### src/rtl/mem_bus_pkg.sv
// Shared types for the memory-bus initiator.
//   op_e    : command opcode (read / write)
//   state_e : initiator FSM states
//   cmd_t   : one buffered command {op, addr, wdata}
//   MEM_ADDR_W / MEM_DATA_W : default bus widths shared with the memory model
package mem_bus_pkg;

  localparam int MEM_ADDR_W = 4;
  localparam int MEM_DATA_W = 8;
  // Wide enough for the largest supported read latency (7).
  localparam int LAT_W      = 3;

  typedef enum logic {
    OP_RD = 1'b0,
    OP_WR = 1'b1
  } op_e;

  typedef enum logic [2:0] {
    IDLE,
    ISSUE_WR,
    ISSUE_RD,
    RD_WAIT,
    RESP
  } state_e;

  typedef struct packed {
    op_e                   op;
    logic [MEM_ADDR_W-1:0] addr;
    logic [MEM_DATA_W-1:0] wdata;
  } cmd_t;

endpackage

### src/rtl/mem_cmd_fifo.sv
// Command FIFO for the memory-bus initiator.
//   clk, rst : clock, asynchronous active-high reset (flushes pointers only)
//   push/din : write din when not full
//   pop/dout : dout shows the oldest entry; pop discards it when not empty
//   full     : registered, DEPTH entries held
//   empty    : registered, no entries held
module mem_cmd_fifo
  import mem_bus_pkg::*;
#(
  parameter int DEPTH = 4
) (
  input  logic clk,
  input  logic rst,
  input  logic push,
  input  logic pop,
  input  cmd_t din,
  output logic full,
  output logic empty,
  output cmd_t dout
);

  localparam int PTR_W = $clog2(DEPTH);

  cmd_t             mem_reg [DEPTH];
  logic [PTR_W-1:0] wr_ptr_reg;
  logic [PTR_W-1:0] rd_ptr_reg;
  logic [PTR_W:0]   count_reg;
  logic [PTR_W:0]   count_next;
  logic             full_reg;
  logic             empty_reg;
  logic             push_en;
  logic             pop_en;

  // A push is refused while full, regardless of a simultaneous pop.
  assign push_en = push && !full_reg;
  assign pop_en  = pop && !empty_reg;

  always_comb begin
    count_next = count_reg;
    if (push_en && !pop_en) begin
      count_next = count_reg + 1'b1;
    end else if (!push_en && pop_en) begin
      count_next = count_reg - 1'b1;
    end
  end

  always_ff @(posedge clk or posedge rst) begin
    if (rst) begin
      wr_ptr_reg <= '0;
      rd_ptr_reg <= '0;
      count_reg  <= '0;
      full_reg   <= 1'b0;
      empty_reg  <= 1'b1;
    end else begin
      if (push_en) wr_ptr_reg <= wr_ptr_reg + 1'b1;
      if (pop_en)  rd_ptr_reg <= rd_ptr_reg + 1'b1;
      count_reg <= count_next;
      full_reg  <= (count_next == (PTR_W+1)'(DEPTH));
      empty_reg <= (count_next == '0);
    end
  end

  // Storage needs no reset: the pointers alone define what is valid.
  always_ff @(posedge clk) begin
    if (push_en) mem_reg[wr_ptr_reg] <= din;
  end

  assign dout  = mem_reg[rd_ptr_reg];
  assign full  = full_reg;
  assign empty = empty_reg;

endmodule

### src/rtl/mem_bus_master.sv
// Memory-bus initiator: buffers commands, strobes the memory, returns reads.
//   clk, rst                  : clock, asynchronous active-high reset
//   cmd_valid/ready/wr/addr/wdata : command port (valid/ready)
//   mem_wr/rd/addr/wdata/rdata    : memory strobes and data
//   rsp_valid/ready/addr/rdata    : read response port (valid/ready)
//   busy                      : FIFO non-empty or FSM active
//   wr_count / rd_count       : wrapping completion counters
module mem_bus_master
  import mem_bus_pkg::*;
#(
  parameter int ADDR_W     = MEM_ADDR_W,
  parameter int DATA_W     = MEM_DATA_W,
  parameter int RD_LAT     = 1,
  parameter int FIFO_DEPTH = 4
) (
  input  logic              clk,
  input  logic              rst,
  input  logic              cmd_valid,
  output logic              cmd_ready,
  input  logic              cmd_wr,
  input  logic [ADDR_W-1:0] cmd_addr,
  input  logic [DATA_W-1:0] cmd_wdata,
  output logic              mem_wr,
  output logic              mem_rd,
  output logic [ADDR_W-1:0] mem_addr,
  output logic [DATA_W-1:0] mem_wdata,
  input  logic [DATA_W-1:0] mem_rdata,
  output logic              rsp_valid,
  input  logic              rsp_ready,
  output logic [ADDR_W-1:0] rsp_addr,
  output logic [DATA_W-1:0] rsp_rdata,
  output logic              busy,
  output logic [15:0]       wr_count,
  output logic [15:0]       rd_count
);

  state_e             state_reg, state_next;
  logic [LAT_W-1:0]   lat_cnt_reg, lat_cnt_next;
  logic               mem_wr_reg, mem_wr_next;
  logic               mem_rd_reg, mem_rd_next;
  logic [ADDR_W-1:0]  mem_addr_reg, mem_addr_next;
  logic [DATA_W-1:0]  mem_wdata_reg, mem_wdata_next;
  logic               rsp_valid_reg, rsp_valid_next;
  logic [ADDR_W-1:0]  rsp_addr_reg, rsp_addr_next;
  logic [DATA_W-1:0]  rsp_rdata_reg, rsp_rdata_next;
  logic               busy_reg, busy_next;
  logic [15:0]        wr_count_reg, wr_count_next;
  logic [15:0]        rd_count_reg, rd_count_next;
  // Holds cmd_ready low until the first clock after reset is released.
  logic               ready_en_reg;

  logic fifo_push, fifo_pop, fifo_full, fifo_empty;
  cmd_t fifo_din, fifo_dout;

  assign cmd_ready = ready_en_reg && !fifo_full;
  assign fifo_push = cmd_valid && cmd_ready;

  always_comb begin
    fifo_din       = '0;
    fifo_din.op    = cmd_wr ? OP_WR : OP_RD;
    fifo_din.addr  = cmd_addr;
    fifo_din.wdata = cmd_wdata;
  end

  mem_cmd_fifo #(.DEPTH(FIFO_DEPTH)) u_fifo (
    .clk   (clk),
    .rst   (rst),
    .push  (fifo_push),
    .pop   (fifo_pop),
    .din   (fifo_din),
    .full  (fifo_full),
    .empty (fifo_empty),
    .dout  (fifo_dout)
  );

  always_comb begin
    state_next     = state_reg;
    lat_cnt_next   = lat_cnt_reg;
    mem_wr_next    = 1'b0;
    mem_rd_next    = 1'b0;
    mem_addr_next  = mem_addr_reg;
    mem_wdata_next = mem_wdata_reg;
    rsp_valid_next = rsp_valid_reg;
    rsp_addr_next  = rsp_addr_reg;
    rsp_rdata_next = rsp_rdata_reg;
    wr_count_next  = wr_count_reg;
    rd_count_next  = rd_count_reg;
    fifo_pop       = 1'b0;

    case (state_reg)
      IDLE: begin
        if (!fifo_empty) begin
          fifo_pop       = 1'b1;
          mem_addr_next  = fifo_dout.addr;
          mem_wdata_next = fifo_dout.wdata;
          // Strobes are registered, so they appear in the cycle after the pop.
          if (fifo_dout.op == OP_WR) begin
            state_next  = ISSUE_WR;
            mem_wr_next = 1'b1;
          end else begin
            state_next  = ISSUE_RD;
            mem_rd_next = 1'b1;
          end
        end
      end
      ISSUE_WR: begin
        wr_count_next = wr_count_reg + 16'd1;
        state_next    = IDLE;
      end
      ISSUE_RD: begin
        lat_cnt_next = LAT_W'(RD_LAT);
        state_next   = RD_WAIT;
      end
      RD_WAIT: begin
        // Count value 1 marks the cycle in which mem_rdata is valid.
        if (lat_cnt_reg == LAT_W'(1)) begin
          rsp_rdata_next = mem_rdata;
          rsp_addr_next  = mem_addr_reg;
          rsp_valid_next = 1'b1;
          state_next     = RESP;
        end else begin
          lat_cnt_next = lat_cnt_reg - 1'b1;
        end
      end
      RESP: begin
        if (rsp_valid_reg && rsp_ready) begin
          rsp_valid_next = 1'b0;
          rd_count_next  = rd_count_reg + 16'd1;
          state_next     = IDLE;
        end
      end
      default: state_next = IDLE;
    endcase

    // A pop always leaves IDLE, so "FIFO non-empty next cycle or FSM busy next
    // cycle" reduces to this without needing the FIFO's next occupancy.
    busy_next = (state_next != IDLE) || fifo_push || !fifo_empty;
  end

  always_ff @(posedge clk or posedge rst) begin
    if (rst) begin
      state_reg     <= IDLE;
      lat_cnt_reg   <= '0;
      mem_wr_reg    <= 1'b0;
      mem_rd_reg    <= 1'b0;
      mem_addr_reg  <= '0;
      mem_wdata_reg <= '0;
      rsp_valid_reg <= 1'b0;
      rsp_addr_reg  <= '0;
      rsp_rdata_reg <= '0;
      busy_reg      <= 1'b0;
      wr_count_reg  <= '0;
      rd_count_reg  <= '0;
      ready_en_reg  <= 1'b0;
    end else begin
      state_reg     <= state_next;
      lat_cnt_reg   <= lat_cnt_next;
      mem_wr_reg    <= mem_wr_next;
      mem_rd_reg    <= mem_rd_next;
      mem_addr_reg  <= mem_addr_next;
      mem_wdata_reg <= mem_wdata_next;
      rsp_valid_reg <= rsp_valid_next;
      rsp_addr_reg  <= rsp_addr_next;
      rsp_rdata_reg <= rsp_rdata_next;
      busy_reg      <= busy_next;
      wr_count_reg  <= wr_count_next;
      rd_count_reg  <= rd_count_next;
      ready_en_reg  <= 1'b1;
    end
  end

  assign mem_wr    = mem_wr_reg;
  assign mem_rd    = mem_rd_reg;
  assign mem_addr  = mem_addr_reg;
  assign mem_wdata = mem_wdata_reg;
  assign rsp_valid = rsp_valid_reg;
  assign rsp_addr  = rsp_addr_reg;
  assign rsp_rdata = rsp_rdata_reg;
  assign busy      = busy_reg;
  assign wr_count  = wr_count_reg;
  assign rd_count  = rd_count_reg;

endmodule

### config.mk
export PLATFORM = sky130hd
export DESIGN_NAME = mem_bus_master
export DESIGN_NICKNAME = d
export VERILOG_FILES = /design/src/rtl/mem_bus_pkg.sv /design/src/rtl/mem_cmd_fifo.sv /design/src/rtl/mem_bus_master.sv
export SDC_FILE = /design/constraint.sdc
export NUM_CORES = 1
export LEC_CHECK = 0
export CELL_PAD_IN_SITES_DETAIL_PLACEMENT = 1
export CELL_PAD_IN_SITES_GLOBAL_PLACEMENT = 2
export CORE_MARGIN = 4
export CORE_UTILIZATION = 37
export DETAILED_ROUTE_END_ITERATION = 8
export PLACE_DENSITY_LB_ADDON = 0.1
export SYNTH_ARGS = -nofsm -noshare
export SYNTH_HDL_FRONTEND = slang
export SYNTH_SLANG_ARGS = --single-unit
### constraint.sdc
create_clock -name clk -period 3.6 [get_ports clk]
set_clock_uncertainty 0.1 [all_clocks]
set_input_delay 0.72 -clock clk [delete_from_list [all_inputs] [get_ports clk]]
set_output_delay 0.72 -clock clk [all_outputs]
set_load 0.01 [all_outputs]
# Word-level counts from Yosys, hierarchy flattened

Memories as Yosys holds them, arrays and structs flattened.
Cells that the tools add are included.

Register bits: 76
Bits in latches: 0
Bits in writable memories: 52
Memory bits (read-only): 0
Input port bits: 25
Output and inout port bits: 61
Logic and storage cells: 82
Memories kept: 1

$add $sub $neg: 7
Multiply operators: 0
Div/mod/pow operators: 0
$lt $le $gt $ge: 0
Eq/ne operators: 9
Shift-type cells: 0
Multiplexer cells: 23
Bitwise logic cells: 1
Reductions and logical operators: 23

Memories:

| memory         | words | bits a word | rd ports | clocked after Yosys merged registers in | wr ports | line               | source |
|---|---|---|---|---|---|---|---|
| u_fifo.mem_reg | 4     | 13          | 1        | 0                                       | 1        | mem_cmd_fifo.sv:24 | `cmd_t mem_reg [DEPTH];` |

Operators with widths:

| cell                                                                  | number |
|---|---|
| 16-bit by 1-bit adder with 16-bit output, second input constant       | 2 |
| 3-bit 2-to-1 mux                                                      | 6 |
| 1-bit 2-to-1 mux                                                      | 13 |
| 3-bit one-hot mux with 4 select lines                                 | 1 |
| 2-bit AND reduction                                                   | 4 |
| 1-bit logical AND                                                     | 7 |
| 3-bit by 1-bit equality test with 1-bit output, second input constant | 2 |
| 3-bit by 2-bit equality test with 1-bit output, second input constant | 2 |
| 3-bit equality test, second input constant                            | 2 |
| 3-bit zero test                                                       | 2 |
| 2-bit != test, second input constant                                  | 3 |
| 3-bit one-hot mux with 2 select lines                                 | 1 |
| 3-bit by 1-bit subtractor with 3-bit output, second input constant    | 2 |
| 2-bit by 1-bit adder with 2-bit output, second input constant         | 2 |
| 1-bit zero test                                                       | 4 |
| 2-bit nonzero test                                                    | 2 |
| 3-bit by 1-bit adder with 3-bit output, second input constant         | 1 |
| 3-bit AND reduction                                                   | 1 |
| 3-bit nonzero test                                                    | 1 |
| 1-bit logical OR                                                      | 2 |
| 2-bit 2-to-1 mux                                                      | 1 |
| 1-bit one-hot mux with 2 select lines                                 | 1 |
| 1-bit inverter                                                        | 1 |

# Depth between registers and ports, before layout

Gate-level depths: netlist of the first run.

Depth in word-level cells: 9
Mapped depth: 6
Mapped depth without buffers: 6

# By module

A second synthesis of the first run with hierarchy kept.

Cell total of the unflattened synthesis: 342
Area total of the unflattened synthesis: 5250.0 um^2

By module, submodules not included:

| module         | instances | cells each | area each (um^2) | sequential area each (um^2) |
|---|---|---|---|---|
| mem_bus_master | 1         | 220        | 2787.7           | 1676.6 |
| mem_cmd_fifo   | 1         | 122        | 2462.4           | 1788.0 |

# Worst setup path after synthesis of the first run

No wires, ideal clock.

Path kind: input to register
From: input port cmd_valid
To: memory u_fifo.mem_reg[0][0] in the netlist's numbering (enable)
Setup time: 0.361 ns
Arrival: 1.583 ns
Data required time: 3.139 ns
Path slack: 1.556 ns
Stages: 3
Buffers on the path: 1
Cell sequence: and3b_1 -> clkbuf_1 -> and2_1

Cells in the longest elaborated chain, start to end: 4

RTL lines:

| item                                   | line                 | source |
|---|---|---|
| start, declared                        | mem_bus_master.sv:18 | `input logic cmd_valid,` |
| 1-bit logical AND                      | mem_bus_master.sv:56 | `assign fifo_push = cmd_valid && cmd_ready;` |
| 1-bit logical AND                      | mem_cmd_fifo.sv:35   | `assign push_en = push && !full_reg;` |
| 1-bit 2-to-1 mux                       | mem_cmd_fifo.sv:65   | `if (push_en) mem_reg[wr_ptr_reg] <= din;` |
| 1-bit 2-to-1 mux (implied by the code) | mem_cmd_fifo.sv:65   |  |
| end, declared                          | mem_cmd_fifo.sv:24   |  |

Every way passes these cells.

# Final worst setup path of the first run

From: register state_reg[1]
To: register rsp_rdata_reg[7] (netlist: rsp_rdata[7])

Cells in the longest elaborated chain, start to end: 2

RTL lines:

| item                                           | line                  | source |
|---|---|---|
| start, declared                                | mem_bus_master.sv:37  | `state_e state_reg, state_next;` |
| start signal, assigned                         | mem_bus_master.sv:156 | `state_reg <= state_next;` |
| 3-bit by 2-bit equality test with 1-bit output | mem_bus_master.sv:90  | `case (state_reg)` |
| 2-bit AND reduction (no source line)           | n/a                   |  |
| end signal, assigned                           | mem_bus_master.sv:164 | `rsp_rdata_reg <= rsp_rdata_next;` |
| end, declared                                  | mem_bus_master.sv:45  | `logic [DATA_W-1:0] rsp_rdata_reg, rsp_rdata_next;` |

Every way passes these cells.
A chain may end at the register's enable or synchronous reset.

==> flow_summary.json, run 1 <==
{
  "nets": 496,
  "core_area_um2": 13900,
  "vias": 3185,
  "power_switching_w": 0.00167,
  "tightest_slew_ns": 0.791,
  "reg2reg_from": "state_reg[1]$_DFF_PP0_",
  "area_growth_pct": 30.4,
  "dp_slack_ns": 0.795,
  "cts_resized": 0,
  "io_pins": 86,
  "ys.flop_type": "dfrtp_1",
  "setup_ws_ns": 1.13,
  "ys_ff_latch": 128,
  "wl_per_cell_um": 16.8,
  "powerDensity_nw_per_um2": 778,
  "p_int_w": 0.00364,
  "required_ns": 3.79,
  "antenna_found_initial": 0,
  "clkPwrFrac": 0.288,
  "clockBufferDepth": 2,
  "vdd_drop_max_mv": 0.447,
  "die_w_um": 127,
  "clock_sinks": 128,
  "fmax_ghz": 0.405,
  "slowest_delay_ns": 0.71,
  "sequentialPowerShare": 0.404,
  "worstPathArrival_ns": 2.66,
  "slew_headroom": 0.470,
  "synthArstFlopShare": 0.594,
  "hold_path.class": "reg -> reg",
  "synth_nets": 401,
  "synth_seq_area_share": 0.662,
  "initial_core_util": 0.377,
  "holdBufCountCts": 0,
  "cts_root_buf": "clkbuf_16",
  "outcome": "completed",
  "seq_area_um2": 3460,
  "place.gp.congestion": 0.724,
  "synth-edff-count": 52,
  "antennaDiodeCount": 0,
  "grt_pass1_vias": 3569,
  "dieArea_um2": 16100,
  "post_cts_buffers": 0,
  "syn_inst": 366,
  "reg2reg_depth": 3,
  "hp-start": "wr_count[15]$_DFFE_PP0N_",
  "rsz0062_at_grt": "false",
  "finalHoldViolations": 0,
  "firstDrtPassIters": 4,
  "yosysWarnings": 0,
  "io_buffer_count": 85,
  "grt_use_total": 0.151,
  "viasPerCell": 4.88,
  "yosysUniqueCellTypes": 49,
  "cp_max_fo": 14,
  "fin_crit_ns": 2.47,
  "instances_no_fill": 653,
  "largest_register_ffs": 52,
  "period_share": 0.686,
  "min_path_cells": 1,
  "start_kind": "register",
  "worstHoldEndpoint": "wr_count[15]$_DFFE_PP0N_",
  "cp_slowest_cell": "nand4b_1",
  "crit_buf_inv": 0,
  "drive_gt1_frac": 0.114,
  "ant_nets": 0,
  "drc": 0,
  "synth.top_cell.area_share": 0.358,
  "grt_first_pass_wirelength_um": 18800,
  "drt-total-wl_um": 11000,
  "postSynthAreaPerCell_um2": 14.3,
  "critical_path_class": "reg -> reg",
  "clk_pin_slew_ns": 0.06,
  "finalSetupViolCount": 0,
  "drt_iter0_drc": 95,
  "slew_violations": 0,
  "ys_top_cells_by_area": "dfrtp_1 (36%), edfxtp_1 (30%), mux4_2 (5.6%)",
  "synth_top_area_cell": "dfrtp_1",
  "nFillCells": 1393,
  "grt_max_degree": 48,
  "power_leakage_nw": 2.74,
  "crit_family": "simple AND/OR/NAND/NOR gates",
  "dp.final_hpwl_um": 7860,
  "gr-total-overflow": 0,
  "pwr-share-comb": 0.307,
  "multi_input_area_um2": 1680,
  "cts_inserted_buffers": 17,
  "drv_cap": 0,
  "die-height_um": 127,
  "critical_path.cell_chain": "nor2b_1, nand4b_1, mux2_1",
  "dp.cells": 622,
  "synth_area_um2": 5240,
  "r2r-end": "rsp_rdata[7]$_DFFE_PP0P_",
  "clk_latency_ns": 0.41,
  "setup.worst_path.end_class": "register",
  "ff2ff_setup_slack_ns": 1.13,
  "cts_tree": "built",
  "num_rows": 43,
  "final.setup.tns_ns": 0,
  "swShare": 0.314,
  "htreeDepth": 4
}
[cell usage in the layout (no fill, tap or decap), types with 2 or more instances in the layout]
cell type        Yosys  routed
nand3_1             10      10
nor3b_2              2       2
xor2_1              10      10
clkbuf_1             3       3
dfrtp_1             75      75
o21ai_1              3       3
mux2_1              13      13
clkdlybuf4s50_1      0      85
nor2_1               7       7
and2_1               6       6
clkbuf_16            0      17
nand2_1             57      57
nand4bb_1            2       2
clkinv_2             0       7
o21ai_0              3       3
nor4_4               1       2
inv_1               11      10
buf_4                1       2
edfxtp_1            52      52
nand4_1             12      12
xnor2_1             25      25
a21oi_1              3       3
nor2b_1              4       4
nor3_1               5       5
ha_1                10      10
and3_1               5       5
clkbuf_8             0       4
nor4_1               3       3
mux4_2              13      13
[power groups by stage]
stage | registers, W | clock network (W) | logic (W)
global placement | 0.00217 | 0 | 0.00164
detailed placement | 0.00219 | 0 | 0.00168
global route | 0.00221 | 0.00166 | 0.00183
finish | 0.00215 | 0.00153 | 0.00163
CTS | 0.00216 | 0.00157 | 0.00169
floorplan | 0.00217 | 0 | 0.000943
[routing by layer]
metal  vias to the layer above  share of wire  GRT usage
met5                         -              0          0
met2                        57           0.53      0.258
met1                      1615           0.42      0.177
met3                        20          0.034     0.0413
li1                       1493              -          -
met4                         0          0.023     0.0694
[worst max-delay path by stage]
stage | start | end | slack [ns] | depth (start not counted)
2_1_floorplan | rst | busy$_DFF_PP0_ | 0.84 | 1
3_3_place_gp | cmd_valid | u_fifo.mem_reg[1][4]$_DFFE_PP_ | 0.88 | 3
3_5_place_dp | cmd_valid | u_fifo.mem_reg[1][3]$_DFFE_PP_ | 0.80 | 3
4_1_cts | state_reg[1]$_DFF_PP0_ | rsp_rdata[7]$_DFFE_PP0P_ | 1.04 | 3
5_1_grt | state_reg[1]$_DFF_PP0_ | rsp_rdata[3]$_DFFE_PP0P_ | 0.85 | 3
6_report | state_reg[1]$_DFF_PP0_ | rsp_rdata[7]$_DFFE_PP0P_ | 1.13 | 3
[cells in the mapped netlist, types with 2 or more instances]
master,number
a21oi_1,3
and2_1,6
and3_1,5
buf_2,7
clkbuf_1,3
dfrtp_1,75
edfxtp_1,52
ha_1,10
inv_1,11
mux2_1,13
mux4_2,13
nand2_1,57
nand3_1,10
nand4_1,12
nand4bb_1,2
nor2_1,7
nor2b_1,4
nor3_1,5
nor3b_2,2
nor4_1,3
o21ai_0,3
o21ai_1,3
xnor2_1,25
xor2_1,10
[metrics by stage]
| stage | util | cell area [µm²] | power [W] | hold WS [ns] |
|---|---|---|---|---|
| floorplan | - | 5240 | 0.00311 | 0.393 |
| global placement | 0.454 | 6300 | 0.00380 | 0.360 |
| detailed placement | 0.454 | 6300 | 0.00387 | 0.367 |
| CTS | 0.492 | 6830 | 0.00542 | 0.379 |
| global route | 0.492 | 6830 | 0.00570 | 0.404 |
| finish | 0.492 | 6830 | 0.00531 | 0.376 |
[worst register-to-register path, stage by stage, from the launching register on]
cell and delay [ns]:
dfrtp_1 0.49, nor2b_1 0.47, nand4b_1 0.72, mux2_1 0.58
[logic make-up (layout without fill, tap and decap cells)]
family                   count (synthesis)  after routing  synth area share
buffers and inverters                   23            130            0.0189
adder cells (fa/ha/maj)                 10             10            0.0239
other                                    1              1          0.000716
multiplexers                            27             27            0.0860
AO/OA/AOI/OAI                           17             17            0.0217
XOR/XNOR                                35             35            0.0585
AND/OR/NAND/NOR                        125            125             0.129
flip-flops                             128            128             0.662
[area by class of cell]
class	instances	share of cell area
well taps	180	0.0330
flip-flops and latches	128	0.507
clock inverters	7	0.00550
inverters	11	0.00623
clock buffers	24	0.0720
multi-input cells	215	0.246
repair buffers	88	0.130
Note: power is estimated with default switching activity, not from simulation.
==> inputs of run 2 (changes only) <==
--- a/config.mk
+++ b/config.mk
@@ -8,7 +8,7 @@
 export CELL_PAD_IN_SITES_DETAIL_PLACEMENT = 1
 export CELL_PAD_IN_SITES_GLOBAL_PLACEMENT = 2
 export CORE_MARGIN = 4
-export CORE_UTILIZATION = 37
+export CORE_UTILIZATION = 33
 export DETAILED_ROUTE_END_ITERATION = 8
 export PLACE_DENSITY_LB_ADDON = 0.1
 export SYNTH_ARGS = -nofsm -noshare
==> constraint.sdc (replaced) <==
create_clock -name clk -period 2.11 [get_ports clk]
set_clock_uncertainty 0.1 [all_clocks]
set_input_delay 0.422 -clock clk [delete_from_list [all_inputs] [get_ports clk]]
set_output_delay 0.422 -clock clk [all_outputs]
set_load 0.01 [all_outputs]
==> flow_summary.json, run 2 (synthesized netlist as in run 1, its figures left out) <==
{
  "outcome": "completed",
  "core_area_um2": 15400,
  "critical_path_class": "reg -> out",
  "htreeDepth": 4,
  "antenna_found_initial": 0,
  "die-height_um": 134,
  "clock_sinks": 128,
  "final_cell_mix": "clkdlybuf4s50_1 (85), dfrtp_1 (75), nand2_1 (57)",
  "gr-total-overflow": 0,
  "ff2ff_setup_slack_ns": 0.16,
  "grt_max_degree": 77,
  "firstDrtPassIters": 4,
  "critical_path.cell_chain": "clkdlybuf4s50_1",
  "finalHoldViolations": 0,
  "die_w_um": 134,
  "cts_resized": 0,
  "cts_tree": "built",
  "clk_latency_ns": 0.41,
  "drc": 0,
  "required_ns": 1.59,
  "min_path_cells": 1,
  "slowest_delay_ns": 0.59,
  "vias": 3287,
  "rsz0062_at_grt": "false",
  "fin_crit_ns": 2.00,
  "io_buffer_count": 85,
  "clk_pin_slew_ns": 0.06,
  "setup_ws_ns": 0.113,
  "cp_max_fo": 7,
  "io_pins": 86,
  "fmax_ghz": 0.501,
  "vdd_drop_max_mv": 0.603,
  "finalSetupViolCount": 0,
  "cts_root_buf": "clkbuf_16",
  "cp_slowest_cell": "clkdlybuf4s50_1",
  "drt_iter0_drc": 131,
  "cts_inserted_buffers": 17,
  "num_rows": 45,
  "worstHoldEndpoint": "wr_count[15]$_DFFE_PP0N_",
  "wl_per_cell_um": 16.0,
  "instances_no_fill": 702,
  "dp_slack_ns": -0.0108,
  "drt-total-wl_um": 11300,
  "hold_path.class": "reg -> reg",
  "r2r-end": "u_fifo.full$_DFF_PP0_",
  "powerDensity_nw_per_um2": 1320,
  "dp.final_hpwl_um": 7790,
  "dieArea_um2": 17900,
  "final.setup.tns_ns": 0,
  "power_leakage_nw": 2.83,
  "period_share": 0.946,
  "crit_family": "buffers and inverters",
  "final_common_cell": "clkdlybuf4s50_1",
  "holdBufCountCts": 0,
  "use_met3": 0.0371,
  "post_cts_buffers": 0,
  "viasPerCell": 4.68,
  "clockBufferDepth": 2,
  "drv_cap": 0,
  "hp-start": "wr_count[15]$_DFFE_PP0N_",
  "use_met2": 0.223,
  "grtUsageMet1": 0.167,
  "busiest_layer": "met2",
  "reg2reg_from": "state_reg[1]$_DFF_PP0_",
  "nets": 513,
  "slew_violations": 0,
  "antennaDiodeCount": 0,
  "worstPathArrival_ns": 1.47,
  "place.gp.congestion": 0.726,
  "setup.worst_path.end_class": "primary output",
  "grt_first_pass_wirelength_um": 18700,
  "grt_use_total": 0.134,
  "crit_buf_inv": 1,
  "initial_core_util": 0.341,
  "grt_pass1_vias": 3540,
  "reg2reg_depth": 4,
  "ant_nets": 0,
  "drive_gt1_frac": 0.149,
  "utilization": 0.459,
  "dp.cells": 670,
  "largest_register_ffs": 52,
  "area_growth_pct": 34.7,
  "start_kind": "register"
}
run 2: cell type report:
cell class / instances / area (µm²)
sequential: 128 / 3460
tap: 211 / 264
timing repair buffer: 105 / 1060
clock buffer: 18 / 429
fill: 1562 / 8320
clock inverter: 14 / 108
inverter: 11 / 45.0
multi-input combinational: 215 / 1680
run 2: layer usage:
metal | wire length, µm | up-vias
li1 | - | 1538
met1 | 4880 | 1677
met2 | 5770 | 59
met3 | 443 | 13
met4 | 161 | 0
met5 | 0 | -
run 2: report_power, final:
| group | internal [W] | switching (W) |
|---|---|---|
| Combinational | 0.00159 | 0.00148 |
| Clock | 0.00152 | 0.00114 |
| Sequential | 0.00318 | 0.000420 |
run 2: worst max-delay path by stage:
stage	slack, ns	end	startpoint	depth (start not counted)
2_1_floorplan	0.31	rd_count[1]$_DFFE_PP0P_	state_reg[0]$_DFF_PP0_	5
4_1_cts	0.09	wr_count[2]	wr_count[2]$_DFFE_PP0N_	1
6_report	0.11	wr_count[2]	wr_count[2]$_DFFE_PP0N_	1
3_3_place_gp	0.07	u_fifo.full$_DFF_PP0_	cmd_valid	5
3_5_place_dp	-0.01	u_fifo.full$_DFF_PP0_	cmd_valid	5
5_1_grt	0.03	cmd_ready	ready_en_reg$_DFF_PP0_	2
run 2: metrics by stage:
step,area (µm²),power (W),hold WS (ns)
finish,7060,0.00932,0.368
global route,7060,0.00994,0.384
CTS,7060,0.00950,0.374
detailed placement,6520,0.00679,0.362
global placement,6520,0.00671,0.360
floorplan,5240,0.00531,0.393
